[src/rtl/target_sector_finder_pkg.sv]
// Shared definitions for the target sector finder.
//   state_t     : FSM state encoding (IDLE, LATCH, CMP, FINISH)
//   COORD_W     : width of the signed x/y offsets
//   STEP_DEG    : angular bin width in degrees
//   ANGLE_180/360 : 9-bit angle constants for the quadrant mapping
//   abs_sat()   : |v| of a 9-bit signed offset, saturated to 255
package target_sector_finder_pkg;

   localparam int COORD_W  = 9;
   localparam int STEP_DEG = 15;

   localparam logic [8:0] ANGLE_180 = 9'd180;
   localparam logic [8:0] ANGLE_360 = 9'd360;

   typedef enum logic [1:0] {
      IDLE   = 2'd0,
      LATCH  = 2'd1,
      CMP    = 2'd2,
      FINISH = 2'd3
   } state_t;

   // -256 has no 8-bit magnitude, so it is clamped to 255.
   function automatic logic [7:0] abs_sat(input logic signed [COORD_W-1:0] v);
      logic signed [COORD_W:0] mag;
      mag = (v < 0) ? -{v[COORD_W-1], v} : {v[COORD_W-1], v};
      return (mag > 10'sd255) ? 8'd255 : mag[7:0];
   endfunction

endpackage

[src/rtl/target_sector_finder_if.sv]
// Request/result bundle between a requester and target_sector_finder.
//   start  : request pulse (sampled only when the finder is idle)
//   x, y   : signed target offsets
//   busy   : operation in progress
//   done   : one-cycle result strobe
//   angle  : bearing in degrees, multiple of 15 in 0..345
//   sector : first-quadrant bin 0..6
//   error  : x == 0 and y == 0 (valid with done)
interface target_sector_finder_if;
   import target_sector_finder_pkg::*;

   logic                       start;
   logic signed [COORD_W-1:0]  x;
   logic signed [COORD_W-1:0]  y;
   logic                       busy;
   logic                       done;
   logic [8:0]                 angle;
   logic [2:0]                 sector;
   logic                       error;

   modport master (output start, x, y, input busy, done, angle, sector, error);
   modport slave  (input start, x, y, output busy, done, angle, sector, error);
endinterface

[src/rtl/calc_rtan_00_90_15.sv]
// Combinational r*tan(theta) for theta = 0..90 in 15-degree steps.
//   r          : 9-bit unsigned radius
//   rtan_00..90: floor(r*tan(theta)) as 11-bit signed, saturated to 1023;
//                rtan_90 is always the saturation value.
// tan() is held as Q12 constants truncated downward so the product floors.
module calc_rtan_00_90_15 (
   input  logic [8:0]         r,
   output logic signed [10:0] rtan_00,
   output logic signed [10:0] rtan_15,
   output logic signed [10:0] rtan_30,
   output logic signed [10:0] rtan_45,
   output logic signed [10:0] rtan_60,
   output logic signed [10:0] rtan_75,
   output logic signed [10:0] rtan_90
);

   function automatic logic signed [10:0] scale(input logic [8:0] rr, input logic [15:0] tan_q12);
      logic [24:0] p;
      p = (25'(rr) * 25'(tan_q12)) >> 12;
      return (p > 25'd1023) ? 11'sd1023 : signed'(p[10:0]);
   endfunction

   assign rtan_00 = 11'sd0;
   assign rtan_15 = scale(r, 16'd1097);
   assign rtan_30 = scale(r, 16'd2364);
   assign rtan_45 = scale(r, 16'd4096);
   assign rtan_60 = scale(r, 16'd7094);
   assign rtan_75 = scale(r, 16'd15286);
   assign rtan_90 = 11'sd1023;

endmodule

[src/rtl/target_sector_finder.sv]
// Quantizes a signed (x, y) target offset into a 15-degree bearing.
//   clock, reset : system clock, asynchronous active-high reset
//   bus (slave)  : start/x/y request in; busy/done/angle/sector/error out
// |y| is compared against r*tan thresholds (r = |x|) one per cycle, so the
// latency grows with the resulting first-quadrant bin.
module target_sector_finder
   import target_sector_finder_pkg::*;
(
   input  logic                  clock,
   input  logic                  reset,
   target_sector_finder_if.slave bus
);

   state_t                    state_q, state_d;
   logic signed [COORD_W-1:0] xr_q, xr_d, yr_q, yr_d;
   logic [7:0]                ax_q, ax_d, ay_q, ay_d;
   logic                      qx_q, qx_d, qy_q, qy_d;
   logic [2:0]                idx_q, idx_d, k_q, k_d;
   logic                      zero_q, zero_d;
   logic                      busy_q, busy_d, done_q, done_d, error_q, error_d;
   logic [8:0]                angle_q, angle_d;
   logic [2:0]                sector_q, sector_d;

   logic signed [10:0] rtan_00_unused, rtan_90_unused;
   logic signed [10:0] rtan_15, rtan_30, rtan_45, rtan_60, rtan_75;
   logic signed [10:0] thr;
   logic [8:0]         a_deg;

   calc_rtan_00_90_15 u_rtan (
      .r       ({1'b0, ax_q}),
      .rtan_00 (rtan_00_unused),
      .rtan_15 (rtan_15),
      .rtan_30 (rtan_30),
      .rtan_45 (rtan_45),
      .rtan_60 (rtan_60),
      .rtan_75 (rtan_75),
      .rtan_90 (rtan_90_unused)
   );

   // Threshold for the bin boundary currently under test: T[idx] = rtan_{15(idx+1)}.
   always_comb begin
      unique case (idx_q)
         3'd0:    thr = rtan_15;
         3'd1:    thr = rtan_30;
         3'd2:    thr = rtan_45;
         3'd3:    thr = rtan_60;
         default: thr = rtan_75;
      endcase
   end

   assign a_deg = 9'(k_q) * 9'(STEP_DEG);

   // NOTE: every always_comb output gets a default first so no path leaves it
   // unassigned; otherwise synthesis infers a latch to hold the old value.
   always_comb begin
      state_d  = state_q;
      xr_d     = xr_q;
      yr_d     = yr_q;
      ax_d     = ax_q;
      ay_d     = ay_q;
      qx_d     = qx_q;
      qy_d     = qy_q;
      idx_d    = idx_q;
      k_d      = k_q;
      zero_d   = zero_q;
      busy_d   = busy_q;
      done_d   = 1'b0;
      error_d  = error_q;
      angle_d  = angle_q;
      sector_d = sector_q;

      unique case (state_q)
         IDLE: begin
            if (bus.start) begin
               xr_d    = bus.x;
               yr_d    = bus.y;
               busy_d  = 1'b1;
               error_d = 1'b0;
               state_d = LATCH;
            end
         end
         LATCH: begin
            ax_d   = abs_sat(xr_q);
            ay_d   = abs_sat(yr_q);
            qx_d   = xr_q[COORD_W-1];
            qy_d   = yr_q[COORD_W-1];
            idx_d  = 3'd0;
            zero_d = 1'b0;
            // x == 0 makes every r*tan threshold zero, so the bin is decided here.
            if (ax_d == 8'd0 && ay_d == 8'd0) begin
               k_d     = 3'd0;
               zero_d  = 1'b1;
               state_d = FINISH;
            end else if (ax_d == 8'd0) begin
               k_d     = 3'd6;
               state_d = FINISH;
            end else begin
               state_d = CMP;
            end
         end
         CMP: begin
            // A value equal to a threshold falls into the upper bin.
            if ($signed({3'b000, ay_q}) < thr) begin
               k_d     = idx_q;
               state_d = FINISH;
            end else if (idx_q == 3'd4) begin
               k_d     = 3'd5;
               state_d = FINISH;
            end else begin
               idx_d = idx_q + 3'd1;
            end
         end
         FINISH: begin
            sector_d = k_q;
            error_d  = zero_q;
            // First-quadrant floor bin mirrored into the other quadrants.
            unique case ({qx_q, qy_q})
               2'b00:   angle_d = a_deg;
               2'b10:   angle_d = ANGLE_180 - a_deg;
               2'b11:   angle_d = ANGLE_180 + a_deg;
               default: angle_d = (a_deg == 9'd0) ? 9'd0 : ANGLE_360 - a_deg;
            endcase
            done_d  = 1'b1;
            busy_d  = 1'b0;
            state_d = IDLE;
         end
         default: state_d = IDLE;
      endcase
   end

   // NOTE: state registers use non-blocking assignments so every flop samples
   // pre-edge values, independent of statement order or other processes.
   always_ff @(posedge clock or posedge reset) begin
      if (reset) begin
         state_q  <= IDLE;
         xr_q     <= '0;
         yr_q     <= '0;
         ax_q     <= '0;
         ay_q     <= '0;
         qx_q     <= 1'b0;
         qy_q     <= 1'b0;
         idx_q    <= '0;
         k_q      <= '0;
         zero_q   <= 1'b0;
         busy_q   <= 1'b0;
         done_q   <= 1'b0;
         error_q  <= 1'b0;
         angle_q  <= '0;
         sector_q <= '0;
      end else begin
         state_q  <= state_d;
         xr_q     <= xr_d;
         yr_q     <= yr_d;
         ax_q     <= ax_d;
         ay_q     <= ay_d;
         qx_q     <= qx_d;
         qy_q     <= qy_d;
         idx_q    <= idx_d;
         k_q      <= k_d;
         zero_q   <= zero_d;
         busy_q   <= busy_d;
         done_q   <= done_d;
         error_q  <= error_d;
         angle_q  <= angle_d;
         sector_q <= sector_d;
      end
   end

   assign bus.busy   = busy_q;
   assign bus.done   = done_q;
   assign bus.error  = error_q;
   assign bus.angle  = angle_q;
   assign bus.sector = sector_q;

endmodule
[src/flat_wrapper.sv]
// flat-port wrapper written by rule: the top's interface ports become plain ports
module target_sector_finder_flat import target_sector_finder_pkg::*;
  (clock, reset, bus_start, bus_x, bus_y, bus_busy, bus_done, bus_angle, bus_sector, bus_error);
  target_sector_finder_if bus_i ();
  input  logic clock;
  input  logic reset;
  input wire logic [$bits(bus_i.start)-1:0] bus_start;
  input wire logic [$bits(bus_i.x)-1:0] bus_x;
  input wire logic [$bits(bus_i.y)-1:0] bus_y;
  output wire logic [$bits(bus_i.busy)-1:0] bus_busy;
  output wire logic [$bits(bus_i.done)-1:0] bus_done;
  output wire logic [$bits(bus_i.angle)-1:0] bus_angle;
  output wire logic [$bits(bus_i.sector)-1:0] bus_sector;
  output wire logic [$bits(bus_i.error)-1:0] bus_error;
  assign bus_i.start = bus_start;
  assign bus_i.x = bus_x;
  assign bus_i.y = bus_y;
  assign bus_busy = bus_i.busy;
  assign bus_done = bus_i.done;
  assign bus_angle = bus_i.angle;
  assign bus_sector = bus_i.sector;
  assign bus_error = bus_i.error;
  target_sector_finder u_core (.clock(clock), .reset(reset), .bus(bus_i));
endmodule
[config.mk]
export PLATFORM = sky130hd
export DESIGN_NAME = target_sector_finder_flat
export DESIGN_NICKNAME = d
export VERILOG_FILES = /design/src/rtl/target_sector_finder_pkg.sv /design/src/rtl/target_sector_finder_if.sv /design/src/rtl/calc_rtan_00_90_15.sv /design/src/rtl/target_sector_finder.sv /design/src/flat_wrapper.sv
export SDC_FILE = /design/constraint.sdc
export NUM_CORES = 1
export LEC_CHECK = 0
export ABC_AREA = 1
export CORE_ASPECT_RATIO = 1.25
export CORE_MARGIN = 10
export CORE_UTILIZATION = 50
export DETAILED_ROUTE_END_ITERATION = 12
export PLACE_DENSITY = 0.77
export SYNTH_ARGS = -nofsm -noshare
export SYNTH_HDL_FRONTEND = slang
export SYNTH_HIERARCHICAL = 1
export SYNTH_SLANG_ARGS = --single-unit
[constraint.sdc]
create_clock -name clock -period 5.3 [get_ports clock]
set_input_delay 1.325 -clock clock [delete_from_list [all_inputs] [get_ports clock]]
set_output_delay 1.325 -clock clock [all_outputs]
set_load 0.005 [all_outputs]
==> flow_summary.json, run 1 <==
{
  "fp-row-count": 57,
  "grt_pass1_vias": 9776,
  "cts.sinks": 60,
  "port_buffers": 35,
  "max_slew_margin_pct": 50.48,
  "rsz0062_at_grt": "yes",
  "setup_viol_count_final": 8,
  "fmax_mhz": 185.0,
  "routed_wl_mm": 26.90,
  "cts_tree": "yes",
  "h-tree-depth": 3,
  "dieArea_um2": 26210,
  "grt_first_pass_wirelength_mm": 45.42,
  "drcViolationCount": 0,
  "hold_path.class": "register to register",
  "antenna_found_initial": 0,
  "wl_per_cell_um": 15.08,
  "finalInstanceArea_um2": 12200,
  "grt_usage_pct": 20.85,
  "placed_area_um2": 11370,
  "drive_above_1_share_pct": 17.25,
  "dieWidth_um": 146.8,
  "critical_path_class": "register to register",
  "via_per_inst": 5.270,
  "violations": "setup timing",
  "cap_viol_max_count": 0,
  "grt_max_degree": 36,
  "cp_max_fo": 5,
  "finalCritPeriodShare_pct": 102.0,
  "final_cells": 1784,
  "fin_nets": 1774,
  "syn_area_um2": 10050,
  "crit_buf_inv": 5,
  "core_um2": 19610,
  "layout.cells.most_common_list": "nand2_1 (288), inv_1 (223), ha_1 (146), buf_4 (110), nor2_1 (98)",
  "avgSynthCellArea_um2": 7.333,
  "grt.overflow.total": 0,
  "dr.first_iter.drc_count": 528,
  "cts_buffer_depth": 2,
  "fin_hold_ws_ns": 0.4799,
  "cpMaxStageDelayCell": "fa_2",
  "cpPeakStageDelay_ns": 0.62,
  "initial_core_util_pct": 51.26,
  "cpMostUsedCell": "nand2_1",
  "syn-instance-count": 1371,
  "critical_path_arrival_ns": 5.67,
  "startpoint_type": "register",
  "cts_made_buffers": 9,
  "vias": 9401,
  "dp.cells": 1757,
  "final_common_cell": "nand2_1",
  "n_antenna_cell": 0,
  "worst_slack_ns": -0.1045,
  "cts-root-buf": "clkbuf_16",
  "dp_hpwl_mm": 22.13,
  "worstSkewPairLatency_ns": 0.33,
  "gp_congestion": 0.9617,
  "ys.warnings.count": 6,
  "hold_viol": 0,
  "postRouteAntennaNets": 0,
  "tightestPinTransition_ns": 0.7420,
  "critical_path.top_delay_family": "adder cells",
  "period_needed_ns": 5.404,
  "endpoint_kind": "register",
  "die_y_um": 178.5,
  "cp.required_ns": 5.56,
  "maxSlewViolCount": 0,
  "area_growth_pct": 21.33,
  "io_pins": 36,
  "fin_worst_skew_ns": 0.009923,
  "dr.pass1.iters": 5,
  "status": "complete, but fails checks",
  "clk_pin_slew_ns": 0.06
}
final timing paths:
path / slack (ns) / to / cells past startpoint / from
max: -0.10 / u_core/k_q[1]$_DFFE_PP0P_ / 31 / u_core/ax_q[7]$_DFFE_PP0P_
min: 0.48 / u_core/bus.angle[8]$_DFFE_PP0P_ / 2 / u_core/bus.angle[8]$_DFFE_PP0P_
max reg2reg: -0.10 / u_core/k_q[1]$_DFFE_PP0P_ / 31 / u_core/ax_q[7]$_DFFE_PP0P_
min reg2reg: 0.48 / u_core/bus.angle[8]$_DFFE_PP0P_ / 2 / u_core/bus.angle[8]$_DFFE_PP0P_
max in group asynchronous: 3.03 / u_core/ax_q[6]$_DFFE_PP0P_ / 3 / reset
min in group asynchronous: 1.36 / u_core/bus.angle[4]$_DFFE_PP0P_ / 2 / reset
timing repair:
item	CTS	global route
endpoints found under the setup margin	8	8
cloned	2	0
hold endpoints to repair	0	0
hold buffers	0	0
pin swaps	43	20
setup buffers	8	1
gates resized for setup	74	40
through the flow:
step	setup TNS [ns]	setup slack [ns]	util [%]
2_1_floorplan	0	0.003918	-
4_1_cts	-0.0009663	-0.0009663	61.37
3_3_place_gp	-1.879	-0.2688	57.98
5_1_grt	-2.658	-0.3643	62.19
6_report	-0.6407	-0.1045	62.19
3_5_place_dp	-2.714	-0.3832	57.98
state kept, by name, indices dropped and copies added (netlist names), 2 cells and up:
signal / count
u_core/ax_q: 8
u_core/yr_q: 9
u_core/k_q: 3
u_core/state_q: 2
u_core/bus.sector: 3
u_core/bus.angle: 9
u_core/idx_q: 3
u_core/ay_q: 8
u_core/xr_q: 9
worst reg2reg max path, delay by kind of cell, from the launching register on:
kind            cells  cell delay (ns)
compound gates      4             0.44
simple gates       14             1.38
fa+ha+maj           6             2.50
xor+xnor            2             0.36
buf+inv             5             0.29
flops               1             0.38
area by class of cell:
| class | count | area, µm² |
|---|---|---|
| multi-input combinational | 1050 | 7951 |
| fill | 1674 | 7415 |
| sequential | 60 | 1505 |
| timing repair buffer | 146 | 1187 |
| inverter | 247 | 927.1 |
| tap | 265 | 331.6 |
| clock buffer | 12 | 246.5 |
| clock inverter | 4 | 48.80 |
layer usage:
metal / share of wire [%] / track usage, % / vias up
li1: - / - / 4663
met1: 42 / 24.06 / 4370
met2: 50 / 37.49 / 283
met3: 4.2 / 2.814 / 85
met4: 4.5 / 9.691 / 0
met5: 0 / 0 / -
Power of run 1 is not shown: default switching activity piles up to over one toggle a cycle in this logic, so the estimate is an artifact.
==> run 2: changes to the inputs <==
--- a/config.mk
+++ b/config.mk
@@ -9,6 +9,7 @@
 export CORE_ASPECT_RATIO = 1.25
 export CORE_MARGIN = 10
 export CORE_UTILIZATION = 50
+export CTS_BUF_LIST = sky130_fd_sc_hd__clkbuf_16
 export DETAILED_ROUTE_END_ITERATION = 12
 export PLACE_DENSITY = 0.77
 export SYNTH_ARGS = -nofsm -noshare
==> flow_summary.json, run 2 (same netlist as run 1, synthesis figures left out) <==
{
  "status": "complete, but fails checks",
  "violations": "setup timing",
  "grt_max_degree": 36,
  "min-delay-start": "u_core/bus.angle[8]$_DFFE_PP0P_",
  "max_slew_margin_pct": 49.79,
  "worstSkewPairLatency_ns": 0.33,
  "fp-row-count": 57,
  "setup_viol_count_final": 8,
  "via_per_inst": 5.234,
  "cpPeakStageDelay_ns": 0.62,
  "cp_max_fo": 5,
  "r2r_start": "u_core/ax_q[7]$_DFFE_PP0P_",
  "layout.cells.most_common_list": "nand2_1 (286), inv_1 (225), ha_1 (147), buf_4 (110), nor2_1 (98)",
  "critical_path_class": "register to register",
  "fin_tns_setup_ns": -0.7177,
  "dp.cells": 1757,
  "worst_slack_ns": -0.1068,
  "grt_most_used_layer": "met2",
  "placed_area_um2": 11370,
  "finalCritPeriodShare_pct": 102.0,
  "dieWidth_um": 146.8,
  "tightestPinTransition_ns": 0.7524,
  "cap_viol_max_count": 0,
  "fin_nets": 1775,
  "h-tree-depth": 3,
  "die_y_um": 178.5,
  "dieArea_um2": 26210,
  "r2r_slack_ns": -0.11,
  "dp_hpwl_mm": 22.13,
  "final_cells": 1785,
  "fmax_mhz": 185.0,
  "area_growth_pct": 21.58,
  "antenna_found_initial": 0,
  "endpoint_kind": "register",
  "cp.required_ns": 5.52,
  "core_um2": 19610,
  "cts_buffer_depth": 2,
  "hold_path.class": "register to register",
  "grt.overflow.total": 0,
  "holdBufCountCts": 0,
  "gp_congestion": 0.9617,
  "cts_tree": "yes",
  "final_common_cell": "nand2_1",
  "cts.sinks": 60,
  "met3_usage_pct": 2.814,
  "critical_path_arrival_ns": 5.62,
  "rsz0062_at_grt": "yes",
  "postRouteAntennaNets": 0,
  "finalInstanceArea_um2": 12220,
  "fin_worst_skew_ns": 0.009121,
  "dr.pass1.iters": 5,
  "drcViolationCount": 0,
  "r2r_cells": 31,
  "fin_hold_ws_ns": 0.4798,
  "clk_pin_slew_ns": 0.06,
  "hold_viol": 0,
  "cpMostUsedCell": "nand2_1",
  "cpMaxStageDelayCell": "fa_2",
  "gr-usage-met2_pct": 37.24,
  "grt_first_pass_wirelength_mm": 45.37,
  "n_antenna_cell": 0,
  "dr.first_iter.drc_count": 536,
  "cts_made_buffers": 9,
  "grt_usage_pct": 20.80,
  "initial_core_util_pct": 51.26,
  "routed_wl_mm": 26.80,
  "cts-root-buf": "clkbuf_16",
  "startpoint_type": "register",
  "drive_above_1_share_pct": 17.63,
  "use_met1_pct": 24.11,
  "maxSlewViolCount": 0,
  "vias": 9343,
  "wl_per_cell_um": 15.01,
  "hold-path-cell-count": 2,
  "min_to": "u_core/bus.angle[8]$_DFFE_PP0P_",
  "period_needed_ns": 5.407,
  "io_pins": 36,
  "r2r-end": "u_core/state_q[1]$_DFFE_PP0P_",
  "grt_pass1_vias": 9771,
  "port_buffers": 35
}
[run 2: cell types whose count changed in the layout (fill, tap and decap cells not counted), sizes merged]
cell	before	now
buf	111	112
clkbuf	12	9
clkinv	4	5
inv	246	248
[run 2: area by class of cell]
type                            count  area (µm²)
Multi-Input combinational cell   1050        7975
Fill cell                        1670        7390
Sequential cell                    60        1505
Timing Repair Buffer              147        1199
Inverter                          247       927.1
Tap cell                          265       331.6
Clock buffer                        9       225.2
Clock inverter                      7       60.06
[run 2: worst max path at each step]
stage | startpoint | end | slack [ns] | depth (start not counted)
3_5_place_dp | u_core/ax_q[0]$_DFFE_PP0P_ | u_core/k_q[0]$_DFFE_PP0P_ | -0.38 | 29
2_1_floorplan | u_core/ax_q[2]$_DFFE_PP0P_ | u_core/k_q[0]$_DFFE_PP0P_ | 0.004 | 29
3_3_place_gp | u_core/ax_q[0]$_DFFE_PP0P_ | u_core/k_q[0]$_DFFE_PP0P_ | -0.27 | 29
4_1_cts | u_core/ax_q[2]$_DFFE_PP0P_ | u_core/k_q[1]$_DFFE_PP0P_ | -0.001 | 31
6_report | u_core/ax_q[7]$_DFFE_PP0P_ | u_core/state_q[1]$_DFFE_PP0P_ | -0.11 | 31
5_1_grt | u_core/ax_q[7]$_DFFE_PP0P_ | u_core/k_q[0]$_DFFE_PP0P_ | -0.37 | 30
[run 2: what timing repair did]
item	CTS	global route
buffers inserted	8	2
gates cloned	2	0
pin swaps	43	28
gates resized for setup	74	49
setup endpoints to repair	8	8
[run 2: critical path, delay by kind of cell, from the launching register on]
| kind | cells | cell delay (ns) |
|---|---|---|
| adders and majority gates | 6 | 2.50 |
| and+or+nand+nor | 13 | 1.19 |
| AOI/OAI and AO/OA | 4 | 0.44 |
| buffers and inverters | 6 | 0.42 |
| DFF | 1 | 0.38 |
| xor gates and xnor gates | 2 | 0.35 |
[run 2: metal layers]
| metal | vias up | routed length (µm) |
|---|---|---|
| met1 | 4362 | 11390 |
| met5 | - | 0 |
| met4 | 0 | 1227 |
| met3 | 79 | 941 |
| li1 | 4659 | - |
| met2 | 243 | 13240 |
[run 2: per-stage QoR]
stage                     setup slack [ns]  util [%]
after floorplan                   0.003918         -
after global placement             -0.2688     57.98
after detailed placement           -0.3832     57.98
after CTS                       -0.0009663     61.31
after global routing               -0.3654     62.32
final                              -0.1068     62.32
Power of run 2 is left out for the same reason.
==> run 3: changes to the inputs <==
--- a/config.mk
+++ b/config.mk
@@ -11,7 +11,9 @@
 export CORE_UTILIZATION = 50
 export CTS_BUF_LIST = sky130_fd_sc_hd__clkbuf_16
 export DETAILED_ROUTE_END_ITERATION = 12
+export HOLD_SLACK_MARGIN = 0.1
 export PLACE_DENSITY = 0.77
+export SLEW_MARGIN = 20
 export SYNTH_ARGS = -nofsm -noshare
 export SYNTH_HDL_FRONTEND = slang
 export SYNTH_HIERARCHICAL = 1
==> results of run 3 <==
The final DEF is identical to that of run 2; final timing and power are the same.
Power of run 3 is left out for the same reason.
